### src/rtl/elevator_scheduler_if.sv
// ============================================================================
// Module      : elevator_scheduler_if
// Description : Call-button, tick and emergency inputs plus car status outputs
// Revision    : 1.0
// ============================================================================
`default_nettype none

interface elevator_scheduler_if;
    logic       tick;
    logic [2:0] req;
    logic       emerg_in;
    logic [1:0] cur_floor;
    logic [1:0] next_floor;
    logic [2:0] pending;
    logic       moving;
    logic       dir_up;
    logic       door_open;
    logic       emerg_out;

    modport master (
        output tick, req, emerg_in,
        input  cur_floor, next_floor, pending, moving, dir_up, door_open, emerg_out
    );

    modport slave (
        input  tick, req, emerg_in,
        output cur_floor, next_floor, pending, moving, dir_up, door_open, emerg_out
    );
endinterface

`default_nettype wire

### src/rtl/elevator_scheduler.sv
// ============================================================================
// Module      : elevator_scheduler
// Description : Three-floor SCAN request scheduler with door dwell and e-stop
// Revision    : 1.0
// ============================================================================
`default_nettype none

module elevator_scheduler #(
    parameter int DOOR_TICKS = 3,
    parameter int MOVE_TICKS = 2
) (
    input  logic                 clk,
    input  logic                 reset,
    elevator_scheduler_if.slave  bus
);

    localparam int c_max_ticks = (DOOR_TICKS > MOVE_TICKS) ? DOOR_TICKS : MOVE_TICKS;
    localparam int c_tmr_w     = $clog2(c_max_ticks + 1);
    localparam logic [c_tmr_w-1:0] c_door_ld = c_tmr_w'(DOOR_TICKS);
    localparam logic [c_tmr_w-1:0] c_move_ld = c_tmr_w'(MOVE_TICKS);
    localparam logic [c_tmr_w-1:0] c_one     = c_tmr_w'(1);

    typedef enum logic [1:0] {
        S_IDLE  = 2'd0,
        S_MOVE  = 2'd1,
        S_DOOR  = 2'd2,
        S_EMERG = 2'd3
    } state_t;

    state_t               state_q;
    logic [1:0]           cur_q;
    logic [1:0]           next_q;
    logic [2:0]           pending_q;
    logic [c_tmr_w-1:0]   timer_q;
    logic                 dir_up_q;
    logic                 moving_q;
    logic                 door_q;
    logic                 emerg_q;

    logic [2:0] w_cur_oh;
    logic [2:0] w_nxt_oh;
    logic [2:0] w_req_set;
    logic [2:0] w_pend_set;
    logic       w_door_reload;
    logic       w_fwd;
    logic       w_rev;
    logic       w_nxt_fwd;

    function automatic logic req_above(input logic [2:0] p, input logic [1:0] f);
        case (f)
            2'd0:    req_above = p[1] | p[2];
            2'd1:    req_above = p[2];
            default: req_above = 1'b0;
        endcase
    endfunction

    function automatic logic req_below(input logic [2:0] p, input logic [1:0] f);
        case (f)
            2'd1:    req_below = p[0];
            2'd2:    req_below = p[0] | p[1];
            default: req_below = 1'b0;
        endcase
    endfunction

    always_comb begin
        w_cur_oh      = 3'b001 << cur_q;
        w_nxt_oh      = 3'b001 << next_q;
        // A call for the floor whose door is open only extends the dwell.
        w_door_reload = (state_q == S_DOOR) && |(bus.req & w_cur_oh);
        w_req_set     = (state_q == S_DOOR) ? (bus.req & ~w_cur_oh) : bus.req;
        w_pend_set    = pending_q | w_req_set;
        w_fwd         = dir_up_q ? req_above(pending_q, cur_q)  : req_below(pending_q, cur_q);
        w_rev         = dir_up_q ? req_below(pending_q, cur_q)  : req_above(pending_q, cur_q);
        w_nxt_fwd     = dir_up_q ? req_above(pending_q, next_q) : req_below(pending_q, next_q);
    end

    always_ff @(posedge clk) begin
        if (reset) begin
            state_q   <= S_IDLE;
            cur_q     <= 2'd0;
            next_q    <= 2'd0;
            pending_q <= 3'b000;
            timer_q   <= '0;
            dir_up_q  <= 1'b1;
            moving_q  <= 1'b0;
            door_q    <= 1'b0;
            emerg_q   <= 1'b0;
        end else if (bus.emerg_in) begin
            state_q   <= S_EMERG;
            next_q    <= cur_q;
            pending_q <= 3'b000;
            timer_q   <= '0;
            moving_q  <= 1'b0;
            door_q    <= 1'b0;
            emerg_q   <= 1'b1;
        end else begin
            pending_q <= w_pend_set;
            case (state_q)
                S_IDLE: begin
                    if (|(pending_q & w_cur_oh)) begin
                        state_q   <= S_DOOR;
                        pending_q <= w_pend_set & ~w_cur_oh;
                        timer_q   <= c_door_ld;
                        door_q    <= 1'b1;
                    end else if (w_fwd) begin
                        state_q  <= S_MOVE;
                        next_q   <= dir_up_q ? cur_q + 2'd1 : cur_q - 2'd1;
                        timer_q  <= c_move_ld;
                        moving_q <= 1'b1;
                    end else if (w_rev) begin
                        state_q  <= S_MOVE;
                        dir_up_q <= ~dir_up_q;
                        next_q   <= dir_up_q ? cur_q - 2'd1 : cur_q + 2'd1;
                        timer_q  <= c_move_ld;
                        moving_q <= 1'b1;
                    end
                end
                S_MOVE: begin
                    if (bus.tick) begin
                        if (timer_q == c_one) begin
                            cur_q <= next_q;
                            // The end floors leave only one direction to scan.
                            if (next_q == 2'd0) begin
                                dir_up_q <= 1'b1;
                            end else if (next_q == 2'd2) begin
                                dir_up_q <= 1'b0;
                            end
                            if (|(pending_q & w_nxt_oh)) begin
                                state_q   <= S_DOOR;
                                pending_q <= w_pend_set & ~w_nxt_oh;
                                timer_q   <= c_door_ld;
                                moving_q  <= 1'b0;
                                door_q    <= 1'b1;
                            end else if (w_nxt_fwd) begin
                                next_q  <= dir_up_q ? next_q + 2'd1 : next_q - 2'd1;
                                timer_q <= c_move_ld;
                            end else begin
                                state_q  <= S_IDLE;
                                timer_q  <= '0;
                                moving_q <= 1'b0;
                            end
                        end else begin
                            timer_q <= timer_q - c_one;
                        end
                    end
                end
                S_DOOR: begin
                    if (w_door_reload) begin
                        timer_q <= c_door_ld;
                    end else if (bus.tick) begin
                        if (timer_q == c_one) begin
                            state_q <= S_IDLE;
                            timer_q <= '0;
                            door_q  <= 1'b0;
                        end else begin
                            timer_q <= timer_q - c_one;
                        end
                    end
                end
                default: begin
                    state_q   <= S_IDLE;
                    pending_q <= pending_q;
                    emerg_q   <= 1'b0;
                end
            endcase
        end
    end

    assign bus.cur_floor  = cur_q;
    assign bus.next_floor = next_q;
    assign bus.pending    = pending_q;
    assign bus.moving     = moving_q;
    assign bus.dir_up     = dir_up_q;
    assign bus.door_open  = door_q;
    assign bus.emerg_out  = emerg_q;

endmodule

`default_nettype wire

### src/flat_wrapper.sv
// flat-port wrapper written by rule: the top's interface ports become plain ports
module elevator_scheduler_flat 
#(
    parameter int DOOR_TICKS = 3,
    parameter int MOVE_TICKS = 2
)
  (clk, reset, bus_tick, bus_req, bus_emerg_in, bus_cur_floor, bus_next_floor, bus_pending, bus_moving, bus_dir_up, bus_door_open, bus_emerg_out);
  elevator_scheduler_if bus_i ();
  input  logic clk;
  input  logic reset;
  input wire logic [$bits(bus_i.tick)-1:0] bus_tick;
  input wire logic [$bits(bus_i.req)-1:0] bus_req;
  input wire logic [$bits(bus_i.emerg_in)-1:0] bus_emerg_in;
  output wire logic [$bits(bus_i.cur_floor)-1:0] bus_cur_floor;
  output wire logic [$bits(bus_i.next_floor)-1:0] bus_next_floor;
  output wire logic [$bits(bus_i.pending)-1:0] bus_pending;
  output wire logic [$bits(bus_i.moving)-1:0] bus_moving;
  output wire logic [$bits(bus_i.dir_up)-1:0] bus_dir_up;
  output wire logic [$bits(bus_i.door_open)-1:0] bus_door_open;
  output wire logic [$bits(bus_i.emerg_out)-1:0] bus_emerg_out;
  assign bus_i.tick = bus_tick;
  assign bus_i.req = bus_req;
  assign bus_i.emerg_in = bus_emerg_in;
  assign bus_cur_floor = bus_i.cur_floor;
  assign bus_next_floor = bus_i.next_floor;
  assign bus_pending = bus_i.pending;
  assign bus_moving = bus_i.moving;
  assign bus_dir_up = bus_i.dir_up;
  assign bus_door_open = bus_i.door_open;
  assign bus_emerg_out = bus_i.emerg_out;
  elevator_scheduler #(.DOOR_TICKS(DOOR_TICKS), .MOVE_TICKS(MOVE_TICKS)) u_core (.clk(clk), .reset(reset), .bus(bus_i));
endmodule
### config.mk
export PLATFORM = sky130hd
export DESIGN_NAME = elevator_scheduler_flat
export DESIGN_NICKNAME = d
export VERILOG_FILES = /design/src/rtl/elevator_scheduler_if.sv /design/src/rtl/elevator_scheduler.sv /design/src/flat_wrapper.sv
export SDC_FILE = /design/constraint.sdc
export NUM_CORES = 1
export LEC_CHECK = 0
export BUFFER_PORTS_ARGS = -buffer_cell sky130_fd_sc_hd__buf_2
export CAP_MARGIN = 30
export CORE_UTILIZATION = 50
export CTS_CLUSTER_DIAMETER = 40
export DETAILED_ROUTE_END_ITERATION = 10
export HOLD_SLACK_MARGIN = 0.08
export MAX_ROUTING_LAYER = met4
export PLACE_DENSITY = 0.85
export SKIP_CTS_REPAIR_TIMING = 1
export SYNTH_ARGS = -nofsm -noshare
export SYNTH_HDL_FRONTEND = slang
export SYNTH_SLANG_ARGS = --single-unit
### constraint.sdc
create_clock -name clk -period 2.3 [get_ports clk]
set_clock_uncertainty 0.1 [all_clocks]
set_input_delay 0.345 -clock clk [delete_from_list [all_inputs] [get_ports clk]]
set_output_delay 0.345 -clock clk [all_outputs]
set_load 0.01 [all_outputs]
Word-level counts from Yosys, hierarchy flattened:

Cells that the tools add are included.

* register bits: 15
* bits of input ports: 7
* word-level logic and storage cells: 156
* output and inout bits: 11

* reductions and logical operators: 19
* add/sub/neg operators: 5
* mux-type cells: 74
* equality and inequality tests: 34
* shift operators: 2
* bitwise operators: 13

Operators by type and width (count)
* 2-bit two-way mux: 32
* 1-bit two-way mux: 26
* 3-bit != test, second input constant: 7
* 3-bit bitwise AND: 6
* 8-bit AND reduction: 2
* 3-bit two-way mux: 5
* 7-bit AND reduction: 2
* 2-bit != test, second input constant: 6
* 1-bit one-hot mux with 2 select lines: 6
* 2-bit one-hot mux with 3 select lines: 2
* 3-bit OR reduction: 4
* 2-bit by 1-bit != test with 1-bit output, second input constant: 5
* 3-bit by 2-bit != test with 1-bit output, second input constant: 3
* 3-bit one-hot mux with 3 select lines: 1
* 2-bit by 1-bit == test with 1-bit output, second input constant: 4
* 4-bit AND reduction: 2
* 2-bit == test, second input constant: 3
* 2-bit zero test: 3
* 3-bit by 1-bit != test with 1-bit output, second input constant: 2
* 3-bit NOT: 2
* 6-bit AND reduction: 1
* 3-bit nonzero test: 2
* 1-bit by 2-bit left shift with 3-bit output, first input constant: 2
* 2-bit by 1-bit subtractor with 2-bit output, second input constant: 3
* other kinds (13): 16

Longest topological paths before layout:

Gate-level depths: netlist (run 1).

* word-level depth: 10
* gate-level depth with buffers: 9

Worst setup path before layout (run 1):

No wires, ideal clock.

* kind: flip-flop to flip-flop
* start point: reg u_core.cur_q[0] (netlist: u_core.bus.cur_floor[0])
* end point: reg u_core.next_q[0] (netlist: u_core.bus.next_floor[0])
* setup slack: -0.219 ns
* cell stages (with the launch flop): 9
* arrival: 2.303 ns
* period minus slack after synthesis: 2.519 ns
* cell sequence: dfxtp_1 inv_1 ha_1 a222oi_1 nand2_1 a21oi_1 nor2_1 or4b_1 o211a_1

* longest elaborated chain between the ends: 7

Ends and longest elaborated chain
* from (decl): RTL line elevator_scheduler.sv:31 `logic [1:0] cur_q;`
* from (signal assigned): RTL line elevator_scheduler.sv:121 `cur_q <= next_q;`
* 2-bit by 1-bit adder with 2-bit output (tied with other cells): RTL line elevator_scheduler.sv:107, elevator_scheduler.sv:113
* 2-bit two-way mux (tied with other cells): RTL line elevator_scheduler.sv:113 `next_q <= dir_up_q ? cur_q - 2'd1 : cur_q + 2'd1;`
* 2-bit two-way mux or 1-bit two-way mux (tied branches): RTL line elevator_scheduler.sv:110, elevator_scheduler.sv:72
* 2-bit two-way mux: RTL line elevator_scheduler.sv:105 `end else if (w_fwd) begin`
* 2-bit two-way mux: RTL line elevator_scheduler.sv:100 `if (|(pending_q & w_cur_oh)) begin`
* 2-bit one-hot mux with 2 select lines: RTL line elevator_scheduler.sv:98 `case (state_q)`
* 2-bit two-way mux: RTL line elevator_scheduler.sv:88 `end else if (bus.emerg_in) begin`
* to (signal assigned): RTL line elevator_scheduler.sv:90 `next_q <= cur_q;`
* to (signal assigned): RTL line elevator_scheduler.sv:107 `next_q <= dir_up_q ? cur_q + 2'd1 : cur_q - 2'd1;`
* to (signal assigned): RTL line elevator_scheduler.sv:113
* to (decl): RTL line elevator_scheduler.sv:32 `logic [1:0] next_q;`

Several ways; a longest one is shown, not always the timed one. The select of a mux whose other input is x is not followed.
A chain may end at the register's enable or synchronous reset.

Final worst setup path (run 1):

Ends and elaborated chain as after synthesis.

==> impl_metrics.yaml, run 1 <==
grt:
  grt_pass1_vias: 1370
  grt_overflow_total: 0
  grt_max_degree: 12
  antenna_found_initial: 0
  grt_pass1_wl_microns: 6040
  grt_use_total: 0.302
sta:
  fin_ws_ns: -0.0342
  fin_crit_ns: 2.33
  drv_slew: 0
  finalSetupViolations: 3
  worst_pin_slew_ns: 0.464
  max-slew-margin-rel: 0.689
  rsz0062_at_grt: "true"
  hold_violations: 0
  fmax_mhz: 428
  min_period_over_period: 1.01
synthesis:
  synth_cells: 174
  synth_top_family_by_area: "compound AO/OA/AOI/OAI gates"
  seq_area_frac_synth: 0.233
  syn-cell-area_sq_um: 1290
  yosys.area_share.simple: 0.218
  synth-edff-count: 0
  synth_compound_area_frac: 0.329
  ys_warn_count: 0
  synth_cell_types: 43
  ys_ff_latch: 15
  synth_xor_xnor_area_share: 0.0136
  synthFlopType: "dfxtp_1"
  avgSynthCellArea_sq_um: 7.41
  syn_nets: 195
  synth_mux_area_frac: 0.00777
  ys_async_sr_fraction: 0
  synthAdderAreaFrac: 0.136
worst_setup_path:
  critPathSlowestCell: "or4b_1"
  cp_max_fo: 4
  crit_required_ns: 2.39
  cp_top_family: "simple AND/OR/NAND/NOR gates"
  cp_cell_sequence: "clkinvlp_4 > ha_4 > a222oi_1 > buf_4 > nand2_4 > a21oi_2 > nor2_1 > or4b_1 > o211a_1"
  slowest_delay_ns: 0.51
  startpoint_type: "flop"
  cp.arrival_ns: 2.42
  worstSetupEndpointType: "flop"
  crit_type: "flop to flop"
  crit_buf_inv: 2
power:
  leakage_nw: 0.713
  totalPowerFinal_mw: 1.01
  peakVddDrop_mv: 0.505
  p_per_area_nw_per_um2: 591
placement:
  dp.cells: 226
  gp_congestion: 0.948
  placed_area_sq_um: 1490
  place_hpwl_microns: 2800
  portBuffers: 17
  dp_slack_ns: -0.0740
layout:
  drive_above_1_share: 0.380
  post-route-cell-area_sq_um: 1710
  stdcell_count: 238
  nNetsFinal: 230
  final_util: 0.697
  antennaDiodeCount: 0
  area_delta_synth_final_pct: 32.7
routing:
  num_vias: 1544
  initialDrtViolationCount: 83
  via_per_inst: 6.49
  antenna_left: 0
  routed_wl_microns: 4080
  routedWlPerCell_microns: 17.2
  drcViolationCount: 0
  drt_first_pass_iters: 4
clock_network:
  cts.sinks: 15
  clockBufferDepth: 2
  htree_levels: 1
  cts_made_buffers: 3
  clk_pin_slew_ns: 0.10
  clockRootBuffer: "clkbuf_4"
  cts_tree: "built"
  insertion_delay_ns: 0.28
outcome:
  status: "complete, but fails checks"
  violations: "negative setup slack"
flow_run:
  drv_cap: 0
floorplan:
  die_h_microns: 52.8
  dieArea_sq_um: 2780
  die_x_microns: 52.8
  initial_core_util: 0.525
  io_pins: 18
  core_sq_um: 2450
  fp-row-count: 18
min_path:
  hold_class: "input port to flop"
## synthesized netlist by cell type (all sizes together), types with 2 or more instances
master,instances,area [sq um]
nor2,23,86.3
a21oi,20,100
nand2,19,71.3
dfxtp,15,300
ha,14,175
inv,11,41.3
o21ai,8,40.0
a211oi,5,37.5
clkbuf,5,18.8
nor3,5,25.0
and3,4,25.0
a222oi,3,30.0
a31oi,3,18.8
nand3,3,15.0
o221a,3,33.8
a21boi,2,15.0
buf,2,16.3
nand2b,2,12.5
o211a,2,20.0
or3,2,12.5
xnor2,2,17.5
## path summary, 6_finish.rpt
kind / start / end / slack, ns / cells past startpoint
worst max-delay path: u_core.bus.cur_floor[0] / u_core.bus.next_floor[0] / -0.03 / 9
worst min-delay path: reset / u_core.bus.cur_floor[0] / 0.26 / 2
worst min register to register: u_core.bus.moving / u_core.bus.moving / 0.41 / 2
worst max register to register: u_core.bus.cur_floor[0] / u_core.bus.next_floor[0] / -0.03 / 9
## cell type report
cell class | count | area, sq um
Clock buffer | 4 | 26.3
Fill cell | 186 | 744
Timing Repair Buffer | 37 | 235
Multi-Input combinational cell | 140 | 1050
Inverter | 12 | 52.6
Tap cell | 30 | 37.5
Sequential cell | 15 | 310
## metal layers
layer	track usage	wire length, microns
met2	0.498	1950
met3	0.0290	325
met5	-	0
met4	0.136	143
met1	0.371	1670
## cells in the final DEF (no fill, tap or decap), types with 3 or more instances in the layout
master,instances
nor2_1,22
buf_4,20
nand2_1,18
buf_2,17
a21oi_1,16
dfxtp_1,11
o21ai_0,8
inv_1,7
ha_1,7
a21oi_2,4
and3_1,4
ha_2,4
inv_2,3
a222oi_1,3
a211oi_1,3
o221a_2,3
a31oi_1,3
nor3_1,3
ha_4,3
clkbuf_4,3
## registers in the layout, summed over array words and instances (netlist names)
register	flops
u_core.bus.next_floor	2
u_core.timer_q	2
u_core.bus.dir_up	1
u_core.bus.pending	3
u_core.bus.emerg_out	1
u_core.bus.door_open	1
u_core.bus.cur_floor	2
u_core.bus.moving	1
u_core.state_q	2
## stage by stage
stage	TNS [ns]	hold slack, ns
global route	-0.539	0.271
CTS	-0.274	0.241
floorplan	0	0.397
detailed placement	-0.169	0.380
global placement	0	0.363
finish	-0.0719	0.260
## cells by family after synthesis
kind of cell    Yosys count
buf+inv                  19
fa+ha+maj                14
mux                       1
compound gates           61
xor+xnor                  2
simple gates             62
flops                    15
## power breakdown
part	switching (mW)	internal, mW
Clock	0.0903	0.0673
Combinational	0.303	0.225
Sequential	0.0383	0.287
(Power assumes the default switching activity.)
==> run 2, diff against run 1 <==
- CELL_PAD_IN_SITES_DETAIL_PLACEMENT: unset -> 1
- CELL_PAD_IN_SITES_GLOBAL_PLACEMENT: unset -> 2
- CORE_UTILIZATION: 50 -> 29
- PLACE_DENSITY: 0.85 -> 0.86
==> impl_metrics.yaml, run 2 (synthesis results as in run 1) <==
routing:
  routedWlPerCell_microns: 17.8
  initialDrtViolationCount: 92
  routed_wl_microns: 4720
  num_vias: 1464
  antenna_left: 0
  drcViolationCount: 0
  via_per_inst: 5.52
  drt_first_pass_iters: 4
worst_setup_path:
  cp_max_fo: 4
  cp.arrival_ns: 2.32
  critPathSlowestCell: "or4_1"
  worstSetupEndpointType: "flop"
  crit_type: "flop to flop"
  startpoint_type: "flop"
  cp_cell_sequence: "inv_2 > ha_2 > a222oi_1 > buf_4 > o32ai_1 > a21oi_1 > nor2_1 > or4_1 > o211a_1"
  crit_buf_inv: 2
  crit_required_ns: 2.34
  cp_top_family: "compound AO/OA/AOI/OAI gates"
  slowest_delay_ns: 0.41
power:
  totalPowerFinal_mw: 1.08
  p_per_area_nw_per_um2: 604
  power_switching_uw: 442
  pwr-share-comb: 0.490
  switching_share: 0.410
  pwr-share-clk: 0.213
  leakage_nw: 0.748
  peakVddDrop_mv: 0.298
  power.internal_uw: 637
  seq_power_share: 0.298
outcome:
  status: "completed"
clock_network:
  htree_levels: 1
  cts_tree: "built"
  insertion_delay_ns: 0.25
  cts_made_buffers: 3
  clockBufferDepth: 2
  clk_pin_slew_ns: 0.07
  cts.sinks: 15
  clockRootBuffer: "clkbuf_8"
placement:
  place_hpwl_microns: 3530
  portBuffers: 17
  dp_slack_ns: -0.0846
  gp_congestion: 0.842
sta:
  fmax_mhz: 440
  whs_ns: 0.299
  worst_pin_slew_ns: 0.535
  drv_slew: 0
  min_period_over_period: 0.989
  max-slew-margin-rel: 0.642
  fin_tns_setup_ns: 0
  rsz0062_at_grt: "true"
  hold_violations: 0
  fin_crit_ns: 2.27
  fin_ws_ns: 0.0252
  finalSetupViolations: 0
layout:
  area.sequential_sq_um: 313
  final_util: 0.431
  largest_register_ffs: 3
  nNetsFinal: 237
  antennaDiodeCount: 0
  multiInputGateArea_sq_um: 1020
  nFillCells: 525
  mostFrequentLayoutCells: "buf_4, nor2_1, a21oi_1"
  drive_above_1_share: 0.372
  area_delta_synth_final_pct: 38.5
  layout_commonest_cell: "buf_4"
grt:
  grt_max_degree: 12
  grt_use_total: 0.209
  antenna_found_initial: 0
  grt_overflow_total: 0
  grt_pass1_vias: 1435
  grt_pass1_wl_microns: 6940
floorplan:
  core_sq_um: 4140
  die_h_microns: 68.7
  initial_core_util: 0.311
  fp-row-count: 23
  dieArea_sq_um: 4710
  io_pins: 18
  die_x_microns: 68.7
flow_run:
  drv_cap: 0
min_path:
  hold_class: "input port to flop"
==> run 2: cell count changes in the layout (fill, tap and decap cells not counted), moves of 2 or more <==
cell / before / now
clkinvlp_4: 2 / 0
buf_4: 20 / 27
a21oi_1: 16 / 19
a21oi_2: 4 / 0
clkbuf_4: 3 / 0
clkbuf_8: 0 / 3
==> run 2: final cells by class <==
type                            instances  area share
Clock buffer                            4      0.0252
Inverter                               12      0.0294
Multi-Input combinational cell        140       0.574
Sequential cell                        15       0.175
Tap cell                               50      0.0350
Timing Repair Buffer                   44       0.161
==> run 2: final timing paths <==
kind                                              start                 endpoint  slack (ns)  depth (start not counted)
worst max-delay path            u_core.bus.cur_floor[1]        u_core.timer_q[0]        0.03                          9
worst min-delay path                              reset  u_core.bus.cur_floor[1]        0.30                          2
worst max register to register  u_core.bus.cur_floor[1]        u_core.timer_q[0]        0.03                          9
worst min register to register        u_core.bus.moving        u_core.bus.moving        0.38                          2
==> run 2: metal layers <==
metal | track usage | vias to the layer above | wire, microns
met1 | 0.260 | 713 | 2170
met2 | 0.348 | 25 | 2310
met4 | 0.0703 | 0 | 87
li1 | - | 718 | -
met3 | 0.0263 | 8 | 147
met5 | - | - | 0
==> run 2: metrics by stage <==
stage	cell area (sq um)	cells
5_1_grt	1790	265
3_3_place_gp	1550	251
4_1_cts	1590	255
3_5_place_dp	1550	251
6_report	1790	265
2_1_floorplan	1310	174
==> run 2: power by group through the flow <==
stage	clock [mW]	combinational [mW]	sequential [mW]
2_1_floorplan	0	0.306	0.321
3_3_place_gp	0	0.451	0.325
3_5_place_dp	0	0.466	0.328
4_1_cts	0.231	0.469	0.322
5_1_grt	0.245	0.576	0.325
6_report	0.229	0.528	0.321
